<file path="src/rtl/core_pkg.sv">
// core_pkg: shared ALU op encodings, control bundle and bubble constant for the RV32I pipeline
package core_pkg;

    localparam logic [1:0] ALUOP_ITYPE = 2'b00;
    localparam logic [1:0] ALUOP_BTYPE = 2'b01;
    localparam logic [1:0] ALUOP_RTYPE = 2'b10;

    typedef struct packed {
        logic reg_write;
        logic mem_read;
        logic mem_write;
        logic mem_to_reg;
        logic alu_src;
        logic branch;
    } ctrl_t;

    localparam ctrl_t BUBBLE = '0;

endpackage

</file>
<file path="src/rtl/hazard_detect.sv">
// hazard_detect: combinational load-use detection between the load in EX and the instruction in ID
module hazard_detect (
    input  logic       ex_valid,
    input  logic       ex_mem_read,
    input  logic [4:0] ex_rd,
    input  logic       id_valid,
    input  logic [4:0] id_rs1,
    input  logic [4:0] id_rs2,
    input  logic       id_uses_rs2,
    output logic       load_use
);

    assign load_use = ex_valid & ex_mem_read & (ex_rd != 5'd0) & id_valid &
                      ((ex_rd == id_rs1) | (id_uses_rs2 & (ex_rd == id_rs2)));

endmodule

</file>
<file path="src/rtl/id_ex_pipeline_reg.sv">
// id_ex_pipeline_reg: ID/EX stage register with load-use stall, hold, flush and saturating perf counters
module id_ex_pipeline_reg
    import core_pkg::*;
#(
    parameter int XLEN  = 32,
    parameter int CNT_W = 16
) (
    input  logic             clk,
    input  logic             rst_n,
    input  logic             id_valid,
    input  logic [1:0]       id_alu_op,
    input  logic [2:0]       id_funct3,
    input  logic [6:0]       id_funct7,
    input  logic [4:0]       id_rs1,
    input  logic [4:0]       id_rs2,
    input  logic [4:0]       id_rd,
    input  logic             id_uses_rs2,
    input  logic             id_reg_write,
    input  logic             id_mem_read,
    input  logic             id_mem_write,
    input  logic             id_mem_to_reg,
    input  logic             id_alu_src,
    input  logic             id_branch,
    input  logic [XLEN-1:0]  id_rs1_data,
    input  logic [XLEN-1:0]  id_rs2_data,
    input  logic [XLEN-1:0]  id_imm,
    input  logic [XLEN-1:0]  id_pc,
    input  logic             hold_i,
    input  logic             flush_i,
    output logic             stall_o,
    output logic             ex_valid,
    output logic [1:0]       ex_alu_op,
    output logic [2:0]       ex_funct3,
    output logic [6:0]       ex_funct7,
    output logic [4:0]       ex_rs1,
    output logic [4:0]       ex_rs2,
    output logic [4:0]       ex_rd,
    output logic             ex_reg_write,
    output logic             ex_mem_read,
    output logic             ex_mem_write,
    output logic             ex_mem_to_reg,
    output logic             ex_alu_src,
    output logic             ex_branch,
    output logic [XLEN-1:0]  ex_rs1_data,
    output logic [XLEN-1:0]  ex_rs2_data,
    output logic [XLEN-1:0]  ex_imm,
    output logic [XLEN-1:0]  ex_pc,
    output logic [CNT_W-1:0] bubble_cnt,
    output logic [CNT_W-1:0] flush_cnt
);

    logic  load_use;
    logic  bubble;
    logic  load;
    ctrl_t id_ctrl;
    ctrl_t ex_ctrl;

    hazard_detect u_hazard (
        .ex_valid    (ex_valid),
        .ex_mem_read (ex_ctrl.mem_read),
        .ex_rd       (ex_rd),
        .id_valid    (id_valid),
        .id_rs1      (id_rs1),
        .id_rs2      (id_rs2),
        .id_uses_rs2 (id_uses_rs2),
        .load_use    (load_use)
    );

    assign stall_o = load_use | hold_i;
    // flush beats hold; load_use only acts when the stage is not frozen
    assign load    = flush_i | ~hold_i;
    assign bubble  = flush_i | load_use;
    // an invalid decode slot must never carry live control into EX
    assign id_ctrl = id_valid ? ctrl_t'{reg_write: id_reg_write, mem_read: id_mem_read,
                                        mem_write: id_mem_write, mem_to_reg: id_mem_to_reg,
                                        alu_src: id_alu_src, branch: id_branch} : BUBBLE;
    assign {ex_reg_write, ex_mem_read, ex_mem_write, ex_mem_to_reg, ex_alu_src, ex_branch} = ex_ctrl;

    // Stage register: bubble on flush or load-use, freeze on hold, otherwise capture decode
    always_ff @(posedge clk or negedge rst_n) begin
        if (!rst_n) begin
            ex_valid    <= 1'b0;
            ex_alu_op   <= ALUOP_ITYPE;
            ex_funct3   <= '0;
            ex_funct7   <= '0;
            ex_rs1      <= '0;
            ex_rs2      <= '0;
            ex_rd       <= '0;
            ex_ctrl     <= BUBBLE;
            ex_rs1_data <= '0;
            ex_rs2_data <= '0;
            ex_imm      <= '0;
            ex_pc       <= '0;
        end else if (load) begin
            ex_valid    <= id_valid & ~bubble;
            ex_alu_op   <= bubble ? ALUOP_ITYPE : id_alu_op;
            ex_funct3   <= bubble ? '0 : id_funct3;
            ex_funct7   <= bubble ? '0 : id_funct7;
            ex_rs1      <= bubble ? '0 : id_rs1;
            ex_rs2      <= bubble ? '0 : id_rs2;
            ex_rd       <= bubble ? '0 : id_rd;
            ex_ctrl     <= bubble ? BUBBLE : id_ctrl;
            ex_rs1_data <= bubble ? '0 : id_rs1_data;
            ex_rs2_data <= bubble ? '0 : id_rs2_data;
            ex_imm      <= bubble ? '0 : id_imm;
            ex_pc       <= bubble ? '0 : id_pc;
        end
    end

    // Saturating debug counters: flushes always count, load-use bubbles only when actually inserted
    always_ff @(posedge clk or negedge rst_n) begin
        if (!rst_n) begin
            bubble_cnt <= '0;
            flush_cnt  <= '0;
        end else begin
            if (flush_i && !(&flush_cnt))
                flush_cnt <= flush_cnt + CNT_W'(1);
            if (!flush_i && !hold_i && load_use && !(&bubble_cnt))
                bubble_cnt <= bubble_cnt + CNT_W'(1);
        end
    end

endmodule

</file>
<file path="config.mk">
export PLATFORM = sky130hd
export DESIGN_NAME = id_ex_pipeline_reg
export DESIGN_NICKNAME = d
export VERILOG_FILES = /design/src/rtl/core_pkg.sv /design/src/rtl/hazard_detect.sv /design/src/rtl/id_ex_pipeline_reg.sv
export SDC_FILE = /design/constraint.sdc
export NUM_CORES = 1
export LEC_CHECK = 0
export CORE_AREA = 2 2 141 143
export DETAILED_ROUTE_END_ITERATION = 8
export DIE_AREA = 0 0 143 145
export GPL_TIMING_DRIVEN = 0
export HOLD_SLACK_MARGIN = 0.02
export PLACE_DENSITY = 0.77
export SLEW_MARGIN = 15
export SYNTH_ARGS = -nofsm -noshare
export SYNTH_HDL_FRONTEND = slang
export SYNTH_SLANG_ARGS = --single-unit
</file>
<file path="constraint.sdc">
create_clock -name clk -period 3.5 [get_ports clk]
set_clock_uncertainty 0.2 [all_clocks]
set_input_delay 0.35 -clock clk [delete_from_list [all_inputs] [get_ports clk]]
set_output_delay 0.35 -clock clk [all_outputs]
set_load 0.03 [all_outputs]
</file>
* Word level (Yosys, flattened, before mapping)
Cells that the tools add are included. Widths: inputs -> output; s select.
Operators by class: add/subtract/negate cells 2, equality and inequality tests 2, multiplexer cells 12, bitwise logic cells 12, reduce and logical (&&, ||, !) cells 11
Operators with widths (number):
- $mux 32 | 4
- $add 16x1->16 const B | 2
- $reduce_and 16->1 | 2
- $mux 5 | 3
- $mux 6 | 2
- $eq 5x5->1 | 2
- $mux 7 | 1
- $and 1x1->1 | 6
- $reduce_bool 5->1 | 1
- $logic_and 1x1->1 | 4
- $logic_not 1->1 | 4
- $or 1x1->1 | 4
- $mux 3 | 1
- $mux 2 | 1
- $not 1->1 | 2
Word-level totals: register bits after elaboration 194, input bits 167, output and inout port bits 195, word-level logic and storage cells 58

* Logic depth before layout (Yosys ltp)
Gate-level depths: netlist (run 1).
depth after elaboration 7, depth in mapped cells 7, mapped depth without buffers 6

* Modules after synthesis
From an unflattened synthesis (run 1), not the netlist that was laid out.
Second synthesis, totals: cells, all modules 532, area, all modules 7335.8 µm²
By module, submodules not included:
- id_ex_pipeline_reg | times used 1, cells each 515, area each 7205.7 µm², sequential area each 4854.7 µm²
- hazard_detect | times used 1, cells each 17, area each 130.1 µm², sequential area each 0.0 µm²

* Worst setup path after synthesis (run 1)
Ideal clock, no wire load.
path kind reg-to-output, start point reg ex_rd[1], end point out stall_o, data arrival time 1.904 ns, required time 2.950 ns, slack 1.046 ns, stages on the path, launching flop included 6, buffers on the path 1, cells stage by stage dfrtp_1 -> xnor2_1 -> nand4_1 -> o22ai_1 -> clkbuf_1 -> a21o_1
On the way: cells in the longest elaborated chain, start to end 5, elaborated cells on any way between the ends 9, those cells by class eq/ne (2); bitwise (6); reduce/logical (1)
RTL lines:
- start: declaration | line id_ex_pipeline_reg.sv:37 | output logic [4:0] ex_rd,
- start signal: assignment | line id_ex_pipeline_reg.sv:101 | ex_rd <= bubble ? '0 : id_rd;
- $eq 5x5->1 or $reduce_bool 5->1 (tied branches) | line hazard_detect.sv:14, hazard_detect.sv:13
- $and 1x1->1 (on tied branches) | line hazard_detect.sv:14, hazard_detect.sv:13
- $or 1x1->1 or $and 1x1->1 (tied branches) | line hazard_detect.sv:14, hazard_detect.sv:13
- $and 1x1->1 * | line hazard_detect.sv:13 | assign load_use = ex_valid & ex_mem_read & (ex_rd != 5'd0) & id_valid &
- $or 1x1->1 * | line id_ex_pipeline_reg.sv:69 | assign stall_o = load_use | hold_i;
- end: declaration | line id_ex_pipeline_reg.sv:30 | output logic stall_o,
Every way passes the cells marked *; elsewhere a longest branch is shown, timed or not.

* Final worst setup path (run 1)
start point reg ex_rd[4], end point out stall_o
Same word-level chain as after synthesis.

==> results.ini, run 1 <==
[logic_synthesis]
synth_nets=696
ys.flop_type=dfrtp_1
yosysSeqAreaShare=0.659
netlist_area_sq_um=7360
syn_avg_cell_area_sq_um=14.0
synthArstFlopShare=1.00
ys_types=38
syn-instance-count=527
ys_seq_elements=194
yosys_warnings=0
synth-edff-count=0

[final_layout]
drive_gt1_frac=0.0662
area_delta_synth_final_pct=62.2
fin_cells=1187
post-route-util=0.622
nets=1078
final_area_sq_um=11900
antenna_cells=0

[placement]
dpl_cell_area_sq_um=11400
gp_congestion=0.833
portBuffers=360
pre_cts_ws_ns=-0.0779
dpl.cell_count=1154
hpwlAfterDp_um=16600

[detailed_routing]
drtAntennaViolNets=0
drtPass1Iterations=4
drc=0
num_vias=6058
routed_wl_um=22300
wl_per_cell_um=18.8
drt_iter0_markers=185
viasPerCell=5.10

[sta]
tns_ns=0
holdWs_ns=0.200
period_needed_ns=3.38
setup_violations=0
hold_violations=0
min_period_over_period=0.967
worst_pin_slew_ns=0.672
setup_ws_ns=0.117
slew_headroom=0.548
rsz0062_at_grt=no
fmax_mhz=296
slew_viol_final=0

[power_and_ir_drop]
comb_power_share=0.203
total_power_mw=5.52
p_leak_nw=5.18
intPower_mw=3.94
power_frac_clock=0.345
switching_share=0.286
ir_worst_vdd_mv=0.303
p_seq_frac=0.452
p_per_area_nw_per_um2=462
power.switching_mw=1.58

[floorplanning]
core.rowCount=51
die_height_um=145
core-area_sq_um=19200
die_area_sq_um=20700
chipWidth_um=143
start_util=0.383
pin_count=362

[global_route]
globalRouteTotalUtil=0.216
grt_pass1_wl_um=34900
grt_pass1_vias=6251
antenna_found_initial=0
grt_max_degree=85
globalRouteOverflowTotal=0

[setup_path]
cp-end-kind=output port
critPathMaxFanout=10
slowest_delay_ns=0.66
worstPathRequired_ns=2.95
crit_arrival_ns=2.83
critical_path.startpoint=ex_rd[4]$_DFFE_PN0P_
start_kind=register
criticalPathCategory=reg -> out
r2r_start=ex_rd[0]$_DFFE_PN0P_
slowest_stage=clkdlybuf4s50_1
path_cells=xnor2_1 -> nand3_1 -> o22ai_2 -> clkbuf_2 -> a21o_1 -> clkdlybuf4s50_1

[clock_network]
cts_tree=yes
path_clk_slew_ns=0.07
clockBufferDepth=2
clk_latency_ns=0.42
cts_buffers=17
clock-root-buffer=clkbuf_16
clock_sinks=194
h-tree-depth=4

[flow_run]
drv_cap=0

[status]
status=finished, final reports clean

[hold_path]
hold_path_class=in -> async

## placed cells by master, fill, tap and decap left out, types with 3 or more instances in the layout
cell type and count:
buf_2 8, and4_1 4, nor3_1 3, a22o_1 156, nand3_1 17, buf_4 9
inv_1 4, clkbuf_16 17, nor2_1 10, dfrtp_1 194, inv_6 3, clkdlybuf4s50_1 359
clkbuf_1 22, a32o_1 6, clkinvlp_4 4, nand4_1 11, nor4_1 4, nand2_1 15
xnor2_1 36
## repair_timing
item	in CTS	in global routing
hold buffers	1	0
endpoints found under the setup margin	1	1
setup buffers	0	0
pin swaps	0	0
resized for setup	1	2
endpoints found under the hold margin	110	0
## worst max-delay path, delay by kind of cell (launching register included)
kind | cells | cell delay (ns)
flip-flops | 1 | 0.48
AND/OR/NAND/NOR | 1 | 0.12
buffers and inverters | 2 | 0.97
AO/OA/AOI/OAI | 2 | 0.61
XOR/XNOR | 1 | 0.23
## path summary, 6_finish.rpt
kind / end / depth (start not counted) / slack, ns
min in group clk: ex_valid$_DFFE_PN0P_ / 2 / 0.29
worst min register to register: ex_branch$_DFFE_PN0P_ / 1 / 0.30
worst min-delay path: flush_cnt[13]$_DFFE_PN0P_ / 2 / 0.20
worst max-delay path: stall_o / 6 / 0.12
max in group asynchronous: ex_alu_src$_DFFE_PN0P_ / 4 / 1.83
worst max register to register: ex_rs2_data[29]$_DFFE_PN0P_ / 7 / 0.79
## cell type report
cell class,instances,area [sq um]
timing repair buffer,363,3670
sequential,194,4850
tap,265,332
clock inverter,12,123
inverter,5,18.8
fill,1478,7260
clock buffer,20,447
multi-input combinational,290,2310
buffer,38,188
## power groups by stage
stage	Combinational (mW)	Clock, mW	Sequential (mW)
after floorplan	0.230	0	2.80
after global placement	1.11	0	2.54
after detailed placement	1.13	0	2.54
after CTS	1.13	1.94	2.50
after global routing	1.18	2.05	2.52
final	1.12	1.90	2.50
## kinds of logic after synthesis
| kind of cell | Yosys count | synth area share |
|---|---|---|
| flip-flops | 194 | 0.659 |
| AO/OA/AOI/OAI | 171 | 0.205 |
| AND/OR/NAND/NOR | 77 | 0.0564 |
| buffers and inverters | 43 | 0.0279 |
| XOR/XNOR | 38 | 0.0452 |
| multiplexers | 2 | 0.00306 |
| adder cells (fa/ha/maj) | 2 | 0.00340 |
## cells in the mapped netlist (all sizes together) (4+ instances only)
master  count  area (sq um)
a22o      156          1370
nand4      11          68.8
and4        4          35.0
a32o        6          60.1
clkbuf     21          78.8
inv         5          18.8
nor4        4          25.0
nand3      17          85.1
dfrtp     194          4850
nor2       10          37.5
buf        17           108
xnor2      36           315
nand2      15          56.3
nor3        4          25.0
## metal layers
metal	share of wire	GRT usage	vias up
li1	-	-	2773
met1	0.41	0.275	2979
met2	0.50	0.356	274
met3	0.075	0.0624	32
met4	0.021	0.0658	0
met5	0	0	-
No activity file was read; power rests on OpenSTA's default activity.
==> inputs of run 2 (changes only) <==
clock period = 4.1 ns   (was 3.5 ns; I/O delays follow)
==> run 2 against run 1 <==
Non-clock buffer count unchanged. Worst setup slack improved by 0.20 ns. Power decreased by 15%. Cell area about the same. Routed wire length about the same. Critical path depth unchanged. Global-route usage about the same.
==> results.ini, run 2 (synthesis gave the netlist of run 1 again) <==
[clock_network]
path_clk_slew_ns=0.08  ; about the same
clk_latency_ns=0.42  ; about the same
h-tree-depth=4  ; unchanged
cts_setup_buffers=0  ; unchanged
clock-root-buffer=clkbuf_16
cts_tree=yes
cts_buffers=17  ; unchanged
clock_sinks=194  ; unchanged
clockBufferDepth=2  ; unchanged

[detailed_routing]
drt_iter0_markers=208  ; +12%
drtAntennaViolNets=0  ; unchanged
routed_wl_um=22300  ; about the same
num_vias=6053  ; -0.083%
drtPass1Iterations=4  ; unchanged
viasPerCell=5.10  ; about the same
wl_per_cell_um=18.8  ; about the same
drc=0  ; unchanged

[floorplanning]
die_height_um=145  ; unchanged
core.rowCount=51  ; unchanged
core-area_sq_um=19200  ; unchanged
start_util=0.383  ; unchanged
die_area_sq_um=20700  ; unchanged
pin_count=362  ; unchanged
chipWidth_um=143  ; unchanged

[placement]
portBuffers=360  ; unchanged
gp_congestion=0.833  ; unchanged
hpwlAfterDp_um=16600  ; unchanged
dpl_cell_area_sq_um=11400  ; unchanged
pre_cts_ws_ns=0.402  ; +0.480 ns

[global_route]
grt_max_degree=85  ; unchanged
globalRouteTotalUtil=0.216  ; about the same
antenna_found_initial=0  ; unchanged
grt_pass1_wl_um=34900  ; about the same
grt_pass1_vias=6239  ; -0.19%
globalRouteOverflowTotal=0  ; unchanged

[status]
status=finished, final reports clean

[sta]
tns_ns=0  ; unchanged
rsz0062_at_grt=no
hold_violations=0  ; unchanged
slew_viol_final=0  ; unchanged
min_period_over_period=0.922
setup_violations=0  ; unchanged
setup_ws_ns=0.320  ; +0.203 ns
fmax_mhz=265
slew_headroom=0.448  ; -0.100
worst_pin_slew_ns=0.828  ; +0.156 ns
period_needed_ns=3.78
holdWs_ns=0.259  ; +0.0596 ns

[setup_path]
crit_arrival_ns=3.17  ; +0.34 ns
cp-end-kind=output port
path_cells=xnor2_1 -> nand4_1 -> o22ai_1 -> clkbuf_1 -> a21o_1 -> clkdlybuf4s50_1
criticalPathCategory=reg -> out
start_kind=register
slowest_stage=clkdlybuf4s50_1
critPathMaxFanout=10  ; unchanged
slowest_delay_ns=0.66  ; about the same
worstPathRequired_ns=3.49  ; +0.54 ns

[power_and_ir_drop]
p_per_area_nw_per_um2=395  ; -15%
ir_worst_vdd_mv=0.259  ; -15%
p_leak_nw=5.18  ; about the same

[final_layout]
post-route-util=0.622  ; about the same
layout_commonest_cell=clkdlybuf4s50_1
antenna_cells=0  ; unchanged
fillers=1480  ; +0.14%
area_delta_synth_final_pct=62.1  ; about the same
mostFrequentLayoutCells=clkdlybuf4s50_1, dfrtp_1, a22o_1
area.sequential_sq_um=4850  ; unchanged
drive_gt1_frac=0.0640  ; -0.00217
multiInputGateArea_sq_um=2300  ; -0.27%
nets=1078  ; unchanged
final_area_sq_um=11900  ; about the same

[flow_run]
drv_cap=0  ; unchanged

[hold_path]
hold_path_class=in -> async

run 2: worst max-delay path, delay by kind of cell, from the launching register on:
| family | cells | cell delay, ns |
|---|---|---|
| flops | 1 | 0.48 |
| compound gates | 2 | 0.84 |
| xor+xnor | 1 | 0.23 |
| simple gates | 1 | 0.11 |
| buf+inv | 2 | 1.09 |
run 2: final timing paths:
kind / startpoint / endpoint / slack, ns / depth (start not counted)
setup / recovery: ex_rd[4]$_DFFE_PN0P_ / stall_o / 0.32 / 6
hold / removal: rst_n / flush_cnt[13]$_DFFE_PN0P_ / 0.26 / 2
setup reg to reg: ex_rd[0]$_DFFE_PN0P_ / ex_rs2_data[29]$_DFFE_PN0P_ / 1.40 / 7
hold reg to reg: ex_branch$_DFFE_PN0P_ / ex_branch$_DFFE_PN0P_ / 0.30 / 1
max in group asynchronous: rst_n / ex_alu_src$_DFFE_PN0P_ / 2.37 / 4
min in group clk: ex_branch$_DFFE_PN0P_ / ex_branch$_DFFE_PN0P_ / 0.30 / 1
run 2: per-layer routing:
layer / part of all wire / vias up / GRT usage
met1: 0.41 / 2982 / 0.276
met4: 0.021 / 0 / 0.0658
li1: - / 2769 / -
met3: 0.074 / 32 / 0.0624
met2: 0.50 / 270 / 0.356
met5: 0 / - / 0
run 2: cell type report:
class,instances,area share
clock inverter,12,0.0103
inverter,5,0.00157
timing repair buffer,363,0.308
multi-input combinational,290,0.193
tap,265,0.0278
clock buffer,20,0.0374
buffer,38,0.0156
sequential,194,0.407
run 2: per-stage QoR:
step,total power [mW],cells
floorplan,2.59,527
global placement,3.11,1152
detailed placement,3.13,1154
CTS,4.76,1187
global route,4.91,1187
finish,4.71,1187
run 2: where the power goes:
group | internal (mW) | total, mW | switching (mW)
Clock | 0.870 | 1.63 | 0.758
Sequential | 2.03 | 2.13 | 0.0989
Combinational | 0.461 | 0.955 | 0.494
Total | 3.36 | 4.71 | 1.35
run 2: repair_timing:
action,in CTS,in global routing
endpoints found under the setup margin,0,0
hold buffers,1,0
resized for setup,0,0
endpoints found under the hold margin,42,0
==> patch, RTL diff (flow settings as in run 2) <==
Change the parameter `CNT_W` from 16 to 14.
--- a/src/rtl/id_ex_pipeline_reg.sv
+++ b/src/rtl/id_ex_pipeline_reg.sv
@@ -5,3 +5,3 @@
     parameter int XLEN  = 32,
-    parameter int CNT_W = 16
+    parameter int CNT_W = 14
 ) (
Interface: changed (resized bubble_cnt and flush_cnt); port bits go from 362 to 358. No check against the original RTL was run, so the function may have changed too.
==> patch against run 2 <==
Routed wire length down 1.8%; total power is 2.3% lower; critical path depth is 1 lower; sequential cell count down 4; synthesized area down 2.1%; synthesized cell count is 3.0% lower; non-clock buffer count is 4 lower; final area is 1.9% lower; via count shrank 2.7%; setup slack better by 0.86 ns; combinational power down 1%; sequential share of layout area is essentially flat; critical path type unchanged; largest cell class unchanged.
==> patch: results (changes against run 2) <==
| Metric | Value |
|---|---|
| Most frequent cells after synthesis | `190 x dfrtp_1, 156 x a22o_1, 26 x clkbuf_1` |
| Post-synthesis xor/xnor area fraction | `3.87% (-0.65 points)` |
| Post-DP HPWL | `16.4 mm (-0.91%)` |
| Inst Count DP | `1,133 (-1.8%)` |
| LEAKAGE | `5.15 nW (-0.60%)` |
| Synth area leaders | `dfrtp_1 66%, a22o_1 19%, xnor2_1 2.2%, xor2_1 1.5%, clkbuf_1 1.4%` |
| Synth cell types | `39 (+2.6%)` |
| Synth Area per Inst | `14.1 um^2 (+0.96%)` |
| CTS clk-pin slew, worst paths | `0.07 ns` |
| Hold Slack | `0.0995 ns (-0.160 ns)` |
| Post-CTS sizing | `0 (unchanged)` |
| Drc violations | `0 (unchanged)` |
| Peak supply drop | `0.000265 V (+2.3%)` |
| Compound-cell area share of the yosys netlist | `21.0% (+0.56 points)` |
| Max clock buf depth | `2 (unchanged)` |
| Slew HR | `51.2% (+6.4 points)` |
| First-pass GRT wire length | `33.7 mm (-3.5%)` |
| Synth Area in Adders | `0.347% (+0.0073 points)` |
| Hold WC Path Type | `input pin to flip-flop` |
| Layout cells sized above 1 | `6.77% (+0.37 points)` |
| Overall Global Routing Usage | `21.0% (-0.64 points)` |
| # fillers | `1,549 (+4.7%)` |
| Worst Path Max Fanout | `5 (-5)` |
| Ant. Diodes | `0 (unchanged)` |
| Largest net degree at the start of global routing | `101 (+19%)` |
| Number of synthesis warnings | `0 (unchanged)` |
| R2r setup slk | `1.54 ns (+0.14 ns)` |
| DRT iter0 DRCs | `265 (+27%)` |
| CTS Root Cell | `clkbuf_16` |
| Depth of the CTS H-tree | `4 (unchanged)` |
| Antenna violations before repair | `0 (unchanged)` |
| CTS buffer count | `17 (unchanged)` |
| Latest clock arrival within the worst-skew pair | `0.42 ns (about the same)` |
| Multiplexer share of the synthesized area | `0.625% (+0.32 points)` |
| FFs w/ async S/R, synth | `100% (unchanged)` |
| Status | `complete, no violations` |
| Vias per std cell | `5.05 (-0.92%)` |
| PortBufs | `356 (-1.1%)` |
| DRT Pass-1 Iters | `4 (unchanged)` |
| Vias after detailed routing | `5,891 (-2.7%)` |
| Syn Nets | `680 (-2.3%)` |
| Most common cell after layout, fill and taps aside | `clkdlybuf4s50_1` |
| Sequential area share after synthesis | `66.0% (about the same)` |
| CP arrival | `2.31 ns (-0.86 ns)` |
| GPL Wtd Cong | `0.817 (-1.9%)` |
| Vias in the first global route | `6,058 (-2.9%)` |
| Dpl cell area | `0.0111 mm^2 (-2.0%)` |
| Routed len/inst | `18.8 um (about the same)` |
==> patch: cells by family (layout without fill, tap and decap cells) <==
kind of cell | Yosys count | count (layout)
AOI/OAI and AO/OA | 174 | 174
xor gates and xnor gates | 31 | 31
adders and majority gates | 2 | 2
buffers and inverters | 41 | 431
DFF | 190 | 190
muxes | 4 | 4
and+or+nand+nor | 69 | 69
==> patch: path summary, 6_finish.rpt <==
kind / startpoint / to / cells past startpoint
worst max-delay path: ex_rd[4] / stall_o / 5
worst min-delay path: id_valid / ex_valid / 2
worst max register to register: ex_rd[1] / ex_pc[21] / 6
worst min register to register: ex_mem_to_reg / ex_mem_to_reg / 1
max in group asynchronous: rst_n / ex_imm[31] / 3
min in group asynchronous: rst_n / ex_rs1_data[20] / 2
==> patch: per-layer routing <==
layer	global-route usage (%)	up-vias	part of all wire, %	wire length [um]
met5	0	-	0	0
met4	7.28	0	2.4	515
met3	5.81	35	6.7	1460
met2	35.2	220	50	10900
met1	25.9	2927	41	9020
li1	-	2709	-	-
==> patch: area by class of cell <==
| class | count | area, um^2 | share of cell area [%] |
|---|---|---|---|
| Buffer | 39 | 165 | 1.41 |
| Clock buffer | 20 | 457 | 3.90 |
| Clock inverter | 12 | 103 | 0.877 |
| Inverter | 2 | 7.51 | 0.0641 |
| Multi-Input combinational cell | 280 | 2280 | 19.5 |
| Sequential cell | 190 | 4750 | 40.6 |
| Tap cell | 265 | 332 | 2.83 |
| Timing Repair Buffer | 358 | 3610 | 30.8 |
==> patch: stage by stage <==
step	power (mW)	util, %	setup WS (ns)	TNS, ns
after floorplan	2.54	-	1.84	0
after global placement	3.06	57.8	-5.39	-1021.98
after detailed placement	3.07	58.0	0.912	0
after CTS	4.65	60.9	1.14	0
after global routing	4.79	60.9	1.03	0
final	4.61	60.9	1.18	0
==> patch: critical path, cell delays in order, from the launching register on <==
cell and delay (ns):
dfrtp_1 0.45, xnor2_1 0.20, nand3_1 0.11, o22ai_1 0.29
a21o_1 0.16, clkdlybuf4s50_1 0.68
==> patch: power breakdown <==
| part | switching, mW | internal, mW | total [mW] | leakage, nW |
|---|---|---|---|---|
| clock network | 0.743 | 0.827 | 1.57 | 0.268 |
| registers | 0.104 | 1.99 | 2.10 | 2.53 |
| logic | 0.492 | 0.449 | 0.941 | 2.34 |
==> patch: what timing repair did <==
item / in CTS / in global routing
endpoints found under the hold margin: 90 / 0
buffers inserted: 0 / 0
endpoints found under the setup margin: 0 / 0
hold buffers: 1 / 0
